**src/rtl/aes_link_pkg.sv**
```systemverilog
// Shared definitions for the UART <-> AES link sequencer.
//   BLOCK_BITS   : width of one AES block / serial frame
//   link_state_t : sequencer state encoding
package aes_link_pkg;

   localparam int BLOCK_BITS = 128;

   typedef enum logic [2:0] {
      ST_IDLE   = 3'd0,
      ST_RX     = 3'd1,
      ST_START  = 3'd2,
      ST_WAIT   = 3'd3,
      ST_GAP_TX = 3'd4,
      ST_TX     = 3'd5,
      ST_GAP_RX = 3'd6,
      ST_ERR    = 3'd7
   } link_state_t;

endpackage

```
**src/rtl/link_gap_timer.sv**
```systemverilog
// Loadable down-counter with terminal-count flag.
//   Clk, Rst_n : clock, async active-low reset
//   load       : load load_val (has priority over en)
//   load_val   : value to load
//   en         : decrement by one per cycle, saturating at zero
//   done       : count is zero
module link_gap_timer #(
   parameter int W = 4
) (
   input  logic         Clk,
   input  logic         Rst_n,
   input  logic         load,
   input  logic [W-1:0] load_val,
   input  logic         en,
   output logic         done
);

   logic [W-1:0] count;

   always_ff @(posedge Clk or negedge Rst_n) begin
      if (!Rst_n) begin
         count <= '0;
      end else if (load) begin
         count <= load_val;
      end else if (en && (count != '0)) begin
         count <= count - W'(1);
      end
   end

   assign done = (count == '0);

endmodule

```
**src/rtl/aes_link_sequencer.sv**
```systemverilog
// Sequencer pairing the serial block with the AES core: receive one block,
// run AES on it, transmit the result, optionally repeat.
//   Clk, Rst_n       : clock, async active-low reset
//   Run              : keep processing blocks while high
//   Mode             : 0 encrypt / 1 decrypt, captured with the block
//   ReadRy, PT       : received block strobe and data
//   WriteRy          : transmitter finished sending Result
//   ReadEn, WriteEn  : serial receive / transmit enables
//   Result           : AES output held for the transmitter
//   AesStart, AesMode, AesIn, AesOut, AesDone : AES core handshake
//   Busy, Error, BlkCount : status
//
// state   | meaning
// IDLE    | quiet, waiting for Run
// RX      | ReadEn high, waiting for a full block
// START   | one-cycle AesStart pulse, arm timeout
// WAIT    | waiting for AesDone, timeout running
// GAP_TX  | enables low while Result settles
// TX      | WriteEn high, waiting for WriteRy
// GAP_RX  | enables low so the serial block clears its counters
// ERR     | AES timed out; Run=0 returns to IDLE
module aes_link_sequencer
   import aes_link_pkg::*;
#(
   parameter int AES_TIMEOUT = 1024,
   parameter int TO_W        = 11,
   parameter int GAP_CYCLES  = 4,
   parameter int BLK_W       = 16
) (
   input  logic                  Clk,
   input  logic                  Rst_n,
   input  logic                  Run,
   input  logic                  Mode,
   input  logic                  ReadRy,
   input  logic [BLOCK_BITS-1:0] PT,
   input  logic                  WriteRy,
   output logic                  ReadEn,
   output logic                  WriteEn,
   output logic [BLOCK_BITS-1:0] Result,
   output logic                  AesStart,
   output logic                  AesMode,
   output logic [BLOCK_BITS-1:0] AesIn,
   input  logic [BLOCK_BITS-1:0] AesOut,
   input  logic                  AesDone,
   output logic                  Busy,
   output logic                  Error,
   output logic [BLK_W-1:0]      BlkCount
);

   localparam int GAP_W = (GAP_CYCLES > 1) ? $clog2(GAP_CYCLES) : 1;

   link_state_t state, state_nxt;
   logic        gap_load, gap_done;
   logic        to_load, to_done;

   always_ff @(posedge Clk or negedge Rst_n) begin
      if (!Rst_n) state <= ST_IDLE;
      else        state <= state_nxt;
   end

   always_comb begin
      state_nxt = state;
      gap_load  = 1'b0;
      to_load   = 1'b0;
      case (state)
         ST_IDLE:   if (Run) state_nxt = ST_RX;
         // A completed block is still processed even if Run fell with it.
         ST_RX: begin
            if (ReadRy)    state_nxt = ST_START;
            else if (!Run) state_nxt = ST_IDLE;
         end
         ST_START: begin
            to_load   = 1'b1;
            state_nxt = ST_WAIT;
         end
         // AesDone beats a coincident terminal count.
         ST_WAIT: begin
            if (AesDone) begin
               gap_load  = 1'b1;
               state_nxt = ST_GAP_TX;
            end else if (to_done) begin
               state_nxt = ST_ERR;
            end
         end
         ST_GAP_TX: if (gap_done) state_nxt = ST_TX;
         ST_TX: begin
            if (WriteRy) begin
               gap_load  = 1'b1;
               state_nxt = ST_GAP_RX;
            end
         end
         ST_GAP_RX: if (gap_done) state_nxt = Run ? ST_RX : ST_IDLE;
         ST_ERR:    if (!Run) state_nxt = ST_IDLE;
         default:   state_nxt = ST_IDLE;
      endcase
   end

   // Gap timer is loaded on entry, so each gap state lasts GAP_CYCLES cycles.
   link_gap_timer #(.W(GAP_W)) u_gap_timer (
      .Clk      (Clk),
      .Rst_n    (Rst_n),
      .load     (gap_load),
      .load_val (GAP_W'(GAP_CYCLES - 1)),
      .en       ((state == ST_GAP_TX) || (state == ST_GAP_RX)),
      .done     (gap_done)
   );

   // The START cycle counts toward the timeout, so the error lands exactly
   // AES_TIMEOUT cycles after AesStart rises.
   link_gap_timer #(.W(TO_W)) u_to_timer (
      .Clk      (Clk),
      .Rst_n    (Rst_n),
      .load     (to_load),
      .load_val (TO_W'(AES_TIMEOUT - 2)),
      .en       (state == ST_WAIT),
      .done     (to_done)
   );

   always_ff @(posedge Clk or negedge Rst_n) begin
      if (!Rst_n) begin
         AesIn    <= '0;
         AesMode  <= 1'b0;
         Result   <= '0;
         Error    <= 1'b0;
         BlkCount <= '0;
      end else begin
         if ((state == ST_RX) && ReadRy) begin
            AesIn   <= PT;
            AesMode <= Mode;
         end
         if ((state == ST_WAIT) && AesDone) begin
            Result <= AesOut;
         end
         if ((state == ST_WAIT) && !AesDone && to_done) begin
            Error <= 1'b1;
         end
         if ((state == ST_TX) && WriteRy) begin
            BlkCount <= BlkCount + BLK_W'(1);
         end
      end
   end

   assign ReadEn   = (state == ST_RX);
   assign WriteEn  = (state == ST_TX);
   assign AesStart = (state == ST_START);
   assign Busy     = (state != ST_IDLE);

endmodule

```
**config.mk**
```make
export PLATFORM = sky130hd
export DESIGN_NAME = aes_link_sequencer
export DESIGN_NICKNAME = d
export VERILOG_FILES = /design/src/rtl/aes_link_pkg.sv /design/src/rtl/link_gap_timer.sv /design/src/rtl/aes_link_sequencer.sv
export SDC_FILE = /design/constraint.sdc
export NUM_CORES = 1
export LEC_CHECK = 0
export BUFFER_PORTS_ARGS = -buffer_cell sky130_fd_sc_hd__buf_2
export CAP_MARGIN = 20
export CORE_AREA = 2 2 211 213
export CTS_CLUSTER_SIZE = 40
export DETAILED_ROUTE_END_ITERATION = 8
export DIE_AREA = 0 0 213 215
export PLACE_DENSITY = 0.54
export SLEW_MARGIN = 15
export SYNTH_ARGS = -nofsm -noshare
export SYNTH_HDL_FRONTEND = slang
export SYNTH_SLANG_ARGS = --single-unit
export TNS_END_PERCENT = 1
```
**constraint.sdc**
```tcl
create_clock -name Clk -period 1.8 [get_ports Clk]
set_input_delay 0.27 -clock Clk [delete_from_list [all_inputs] [get_ports Clk]]
set_output_delay 0.27 -clock Clk [all_outputs]
set_load 0.1 [all_outputs]
```
Yosys cells after proc, flatten, opt, wreduce, memory -nomap -nowiden
Cells that the tools add are included.
{ "totals": {"regBits": 290, "input_bits": 263, "out_inout_bits": 278, "wordCells": 59} }
{ "op_classes": {"addsub": 3, "n_eq_ne": 12, "muxes": 18, "reduce_logical": 18} }
{ "op_table": {"columns": ["operator", "count"], "rows": [
  ["3-bit two-way mux", 8],
  ["3-bit one-hot mux with 8 select lines", 1],
  ["11-bit two-way mux", 2],
  ["16-bit by 1-bit adder with 16-bit output, second input constant", 1],
  ["3-bit == test, second input constant", 4],
  ["11-bit logical NOT", 1],
  ["11-bit nonzero test", 1],
  ["11-bit by 1-bit subtractor with 11-bit output, second input constant", 1],
  ["2-bit != test, second input constant", 4],
  ["1-bit logical AND", 7],
  ["3-bit by 2-bit == test with 1-bit output, second input constant", 2],
  ["2-bit nonzero test", 3],
  ["5-bit AND reduction", 1],
  ["1-bit two-way mux", 4],
  ["2-bit two-way mux", 2],
  ["3-bit by 1-bit == test with 1-bit output, second input constant", 1],
  ["3-bit logical NOT", 1],
  ["3-bit != test, second input constant", 1],
  ["3-bit nonzero test", 1],
  ["2-bit logical NOT", 1],
  ["1-bit one-hot mux with 2 select lines", 1],
  ["2-bit by 1-bit subtractor with 2-bit output, second input constant", 1],
  ["1-bit logical NOT", 1],
  ["1-bit logical OR", 1]
]} }

Logic depth before layout (Yosys ltp)
{ "logic_depth": {"depth_word": 5, "depth_mapped": 7, "mapped_depth_nobuf": 6} }

Hierarchy
From an unflattened synthesis, not the netlist that was laid out.
{ "hier_totals": {"hier_cells": 744, "hier_area_um2": 11374.7} }
{ "by_module_without_submodules": {"columns": ["mod", "instances", "cells_per_inst", "area_per_inst_um2", "seq_area_each_um2"], "rows": [
  ["aes_link_sequencer", 1, 656, 10536.4, 6931.6],
  ["link_gap_timer at u_to_timer", 1, 75, 706.9, 275.3],
  ["link_gap_timer at u_gap_timer", 1, 13, 131.4, 50.0]
]} }

Least setup slack after synthesis
OpenSTA, ideal clock, no wires.
{ "synth_timing": {"path_type": "reg-to-reg", "from": "register state[1]", "to": "register AesIn[100]", "setup_ns": 0.126, "arrival_ns": 2.316, "path_slack_ns": -0.642, "path_stages_with_launch": 7, "n_path_buf": 2, "synth_period_minus_slack_ns": 2.442, "path_cell_list": "dfrtp_1 -> nand2b_1 -> nor2_2 -> and2_4 -> buf_6 -> buf_6 -> mux2_4"} }
{ "synth_between": {"elab_chain_cells": 2} }
{ "synth_lines": {"columns": ["item", "line_no", "rtl"], "rows": [
  ["start, declared", "aes_link_sequencer.sv:52", "link_state_t state, state_nxt;"],
  ["start signal, assigned", "aes_link_sequencer.sv:58", "else state <= state_nxt;"],
  ["3-bit by 1-bit == test with 1-bit output", null, null],
  ["net ReadEn", "aes_link_sequencer.sv:37", "output logic ReadEn,"],
  ["1-bit logical AND", "aes_link_sequencer.sv:127", "if ((state == ST_RX) && ReadRy) begin"],
  ["end signal, assigned", "aes_link_sequencer.sv:121", "AesIn <= '0;"],
  ["end signal, assigned", "aes_link_sequencer.sv:128", "AesIn <= PT;"],
  ["end, declared", "aes_link_sequencer.sv:42", "output logic [BLOCK_BITS-1:0] AesIn,"]
]} }
The timed path passes the listed nets, and every way through them passes these cells.
A chain may end at the register's enable or synchronous reset.

Final worst setup path
{ "layout_timing": {"from": "register state[0]", "to": "output port Busy"} }
{ "layout_between": {"elab_chain_cells": 1} }
{ "layout_lines": {"columns": ["item", "line_no", "rtl"], "rows": [
  ["3-bit nonzero test", "aes_link_sequencer.sv:146", "assign Busy = (state != ST_IDLE);"],
  ["end, declared", "aes_link_sequencer.sv:45", "output logic Busy,"]
]} }
Every way passes these cells.

==> results.txt <==
----------------------------------------------------
[Cells and area]
  Area growth from synthesis to layout ... 62.7%
  Antenna cells ... 0
  Area of all placed cells without fillers ... 19,800 um^2
  Total Nets Final ... 1,844
  Share of layout cells above drive strength 1 ... 0.575

[Global routing]
  Initial antenna violation count ... 1
  Aggregate global-route resource usage ... 0.159
  Maximum number of pins on one net before global-route repair ... 54
  Number of global-route vias before repair ... 10,400
  Wire length of the first global-routing pass ... 57.3 mm
  Total overflow reported by the global router ... 0

[Worst setup path]
  Cell family with the largest share of critical-path delay ... flip-flops
  Buffers plus inverters on the worst setup path ... 2
  Data arrival at the endpoint of the critical path ... 1610 ps
  Setup slack, reg-to-reg ... 10 ps
  CP Launch Type ... register
  Required time at the endpoint of the critical path ... 1530 ps
  Critical Path End Type ... primary output
  CP max-delay cell ... dfrtp_1
  Crit-path max cell delay ... 400 ps
  Crit path cell chain ... buf_6, or3_4, buf_12
  Worst Setup Path Type ... register to primary output
  CP Max Fanout ... 3

[Synthesis]
  Adder-cell share of the synthesized area ... 0.00412
  Multiplexer area fraction after synthesis ... 0.303
  Area fraction in compound gates after synthesis ... 0.0168
  Top cell types by occurrence after synthesis ... 290 x dfrtp_1, 190 x mux2_4, 50 x mux2_2
  Number of warnings printed during yosys synthesis ... 0
  Post-Syn Nets ... 980
  Cell taking the most area after synthesis ... dfrtp_1
  Commonest register cell after synthesis ... dfrtp_1
  Cell area after technology mapping ... 12,200 um^2
  Biggest area contributors in the synthesized netlist ... dfrtp_1 60%, mux2_4 23%, mux2_2 4.6%, buf_6 2.5%, mux2_1 1.7%
  Unique masters post-synth ... 57
  Sequential cell area fraction in the yosys report ... 0.597
  FFs w/ async S/R, synth ... 1.00
  Post-synthesis area per instance ... 17.0 um^2
  Post-Synth XOR/XNOR Area ... 0.0115
  Number of enable-type register cells in the synthesized netlist ... 0
  Cell count after synthesis ... 713
  Seq cells post-synth ... 290
  Main combinational cell family by area after synthesis ... multiplexers
  Leading cell type by number of instances after synthesis ... dfrtp_1
  Synth top area share ... 0.597
  Simple-Gate Fraction of Synth Area ... 0.0369

[Clock network]
  TritonCTS clock tree ... built
  CTS H-tree depth ... 2
  Clock Latency Late Sink ... 530 ps
  Clock Pin Slew Worst Setup and Hold Paths ... 60 ps
  Clock buffers created by TritonCTS ... 35
  Total number of clock tree sinks ... 290
  Clock root cell ... clkbuf_16
  Max Buffers Root-to-Sink ... 3

[Placed design]
  RD Place Congestion ... 0.801
  Final HPWL from detailed placement ... 26.0 mm
  IO buf count ... 540
  Post-place instance area ... 16,000 um^2

[Timing]
  Final period demand of the worst path ... 1880 ps
  RSZ-0062 raised after global routing ... true
  Final-report setup violation count ... 3
  Clock skew ... 10.2 ps
  Setup slack of the critical path after layout ... -84.8 ps
  Hold Violations, Final ... 0
  Final critical-path share of the clock period ... 1.05
  Final number of max-transition violations ... 0
  Top achievable clock speed ... 0.531 GHz
  Max-slew headroom at the worst pin ... 0.647
  Tightest Pin Transition ... 533 ps

[Routing]
  Number of iterations in the first detailed-routing pass ... 4
  Drt wl/cell ... 17.1 um
  Via count normalized by instance count ... 4.23
  DRC violations left ... 0
  Total length of routed wires ... 37.4 mm
  Iteration-0 DRC Markers ... 390
  Via count ... 9,267
  Detail Route Antenna Nets ... 0

[Die]
  Standard cell core area ... 43,600 um^2
  Die extent in x ... 213 um
  Initial core utilization ... 0.278
  Number of rows created at floorplan ... 77
  Full die area ... 45,800 um^2
  Chip Height ... 215 um
  Number of top-level pins ... 541

[Outcome]
  Run status ... finished with violations
  Violations in the final reports ... negative setup slack

[Flow run]
  Max capacitance violation total ... 0

[Worst hold path]
  Worst min-delay path category ... input pin to register

----------------------------------------------------
[kinds of logic (layout without fill, tap and decap cells)]
kind of cell	Yosys count	count (layout)
muxes	264	264
and+or+nand+nor	70	70
xor gates and xnor gates	16	16
adders and majority gates	4	4
DFF	290	290
AOI/OAI and AO/OA	25	25
buffers and inverters	44	930
[path summary, 6_finish.rpt]
| path | endpoint | cells after the start | start |
|---|---|---|---|
| worst max-delay path | Busy | 3 | state[0] |
| worst min-delay path | AesIn[58] | 2 | PT[58] |
| worst max register to register | state[1] | 6 | state[1] |
| worst min register to register | BlkCount[15] | 1 | BlkCount[15] |
| max in group asynchronous | AesIn[22] | 3 | Rst_n |
| min in group asynchronous | Result[101] | 2 | Rst_n |
[registers in the layout, indices dropped and copies added (netlist names)]
| register | count |
|---|---|
| AesIn | 128 |
| Result | 128 |
| BlkCount | 16 |
| u_to_timer.count | 11 |
| state | 3 |
| u_gap_timer.count | 2 |
| AesMode | 1 |
| Error | 1 |
[through the flow]
step | hold slack (ps) | util | setup slack (ps) | std cells | setup TNS [ps]
final | 47.7 | 0.453 | -84.8 | 2191 | -141
after global routing | 23.4 | 0.453 | -142 | 2191 | -1020
after CTS | 12.8 | 0.452 | -127 | 2191 | -285
after detailed placement | 248 | 0.366 | 4.18 | 1869 | 0
after global placement | 250 | 0.366 | 51.7 | 1869 | 0
after floorplan | -25.6 | - | -324 | 713 | -41530
[layout by cell type, fill, tap and decap left out, types with 3 or more instances in the layout]
master and instances:
mux2_4 192, buf_12 21, mux2_2 50, ha_1 4
clkbuf_16 37, buf_2 533, nor3_1 4, dlygate4sd3_1 257
nand2_1 13, buf_4 42, mux2_1 16, nand3_1 6
clkbuf_8 3, clkbuf_1 8, mux2i_1 6, nand4_1 7
buf_6 4, a21oi_1 5, inv_1 10, clkinv_2 5
dfrtp_1 289, clkinvlp_4 3, xnor2_1 13, xor2_1 3
nor2_1 10
[cell type report]
cell class	instances	area (um^2)
clock inverter	11	95.1
clock buffer	48	997
multi-input combinational	379	4580
sequential	290	7260
timing repair buffer	860	6050
fill	3897	23900
inverter	11	46.3
tap	592	741
[per-layer routing]
metal  routed length (um)  global-route usage  vias up
met5                   13                   0        -
met4                 1340              0.0683        2
met3                 2870              0.0422       87
met2                18100               0.274      375
met1                15000               0.186     4561
li1                     -                   -     4242
[what timing repair did]
action,CTS,global route
pin swaps,2,1
hold buffers,257,0
endpoints found under the setup margin,14,120
buffers inserted,6,0
endpoints found under the hold margin,296,0
gates resized for setup,11,9
Power is left out: the tool's default activity adds up to more than one toggle a clock period on the data nets, which glitch-free logic cannot reach.
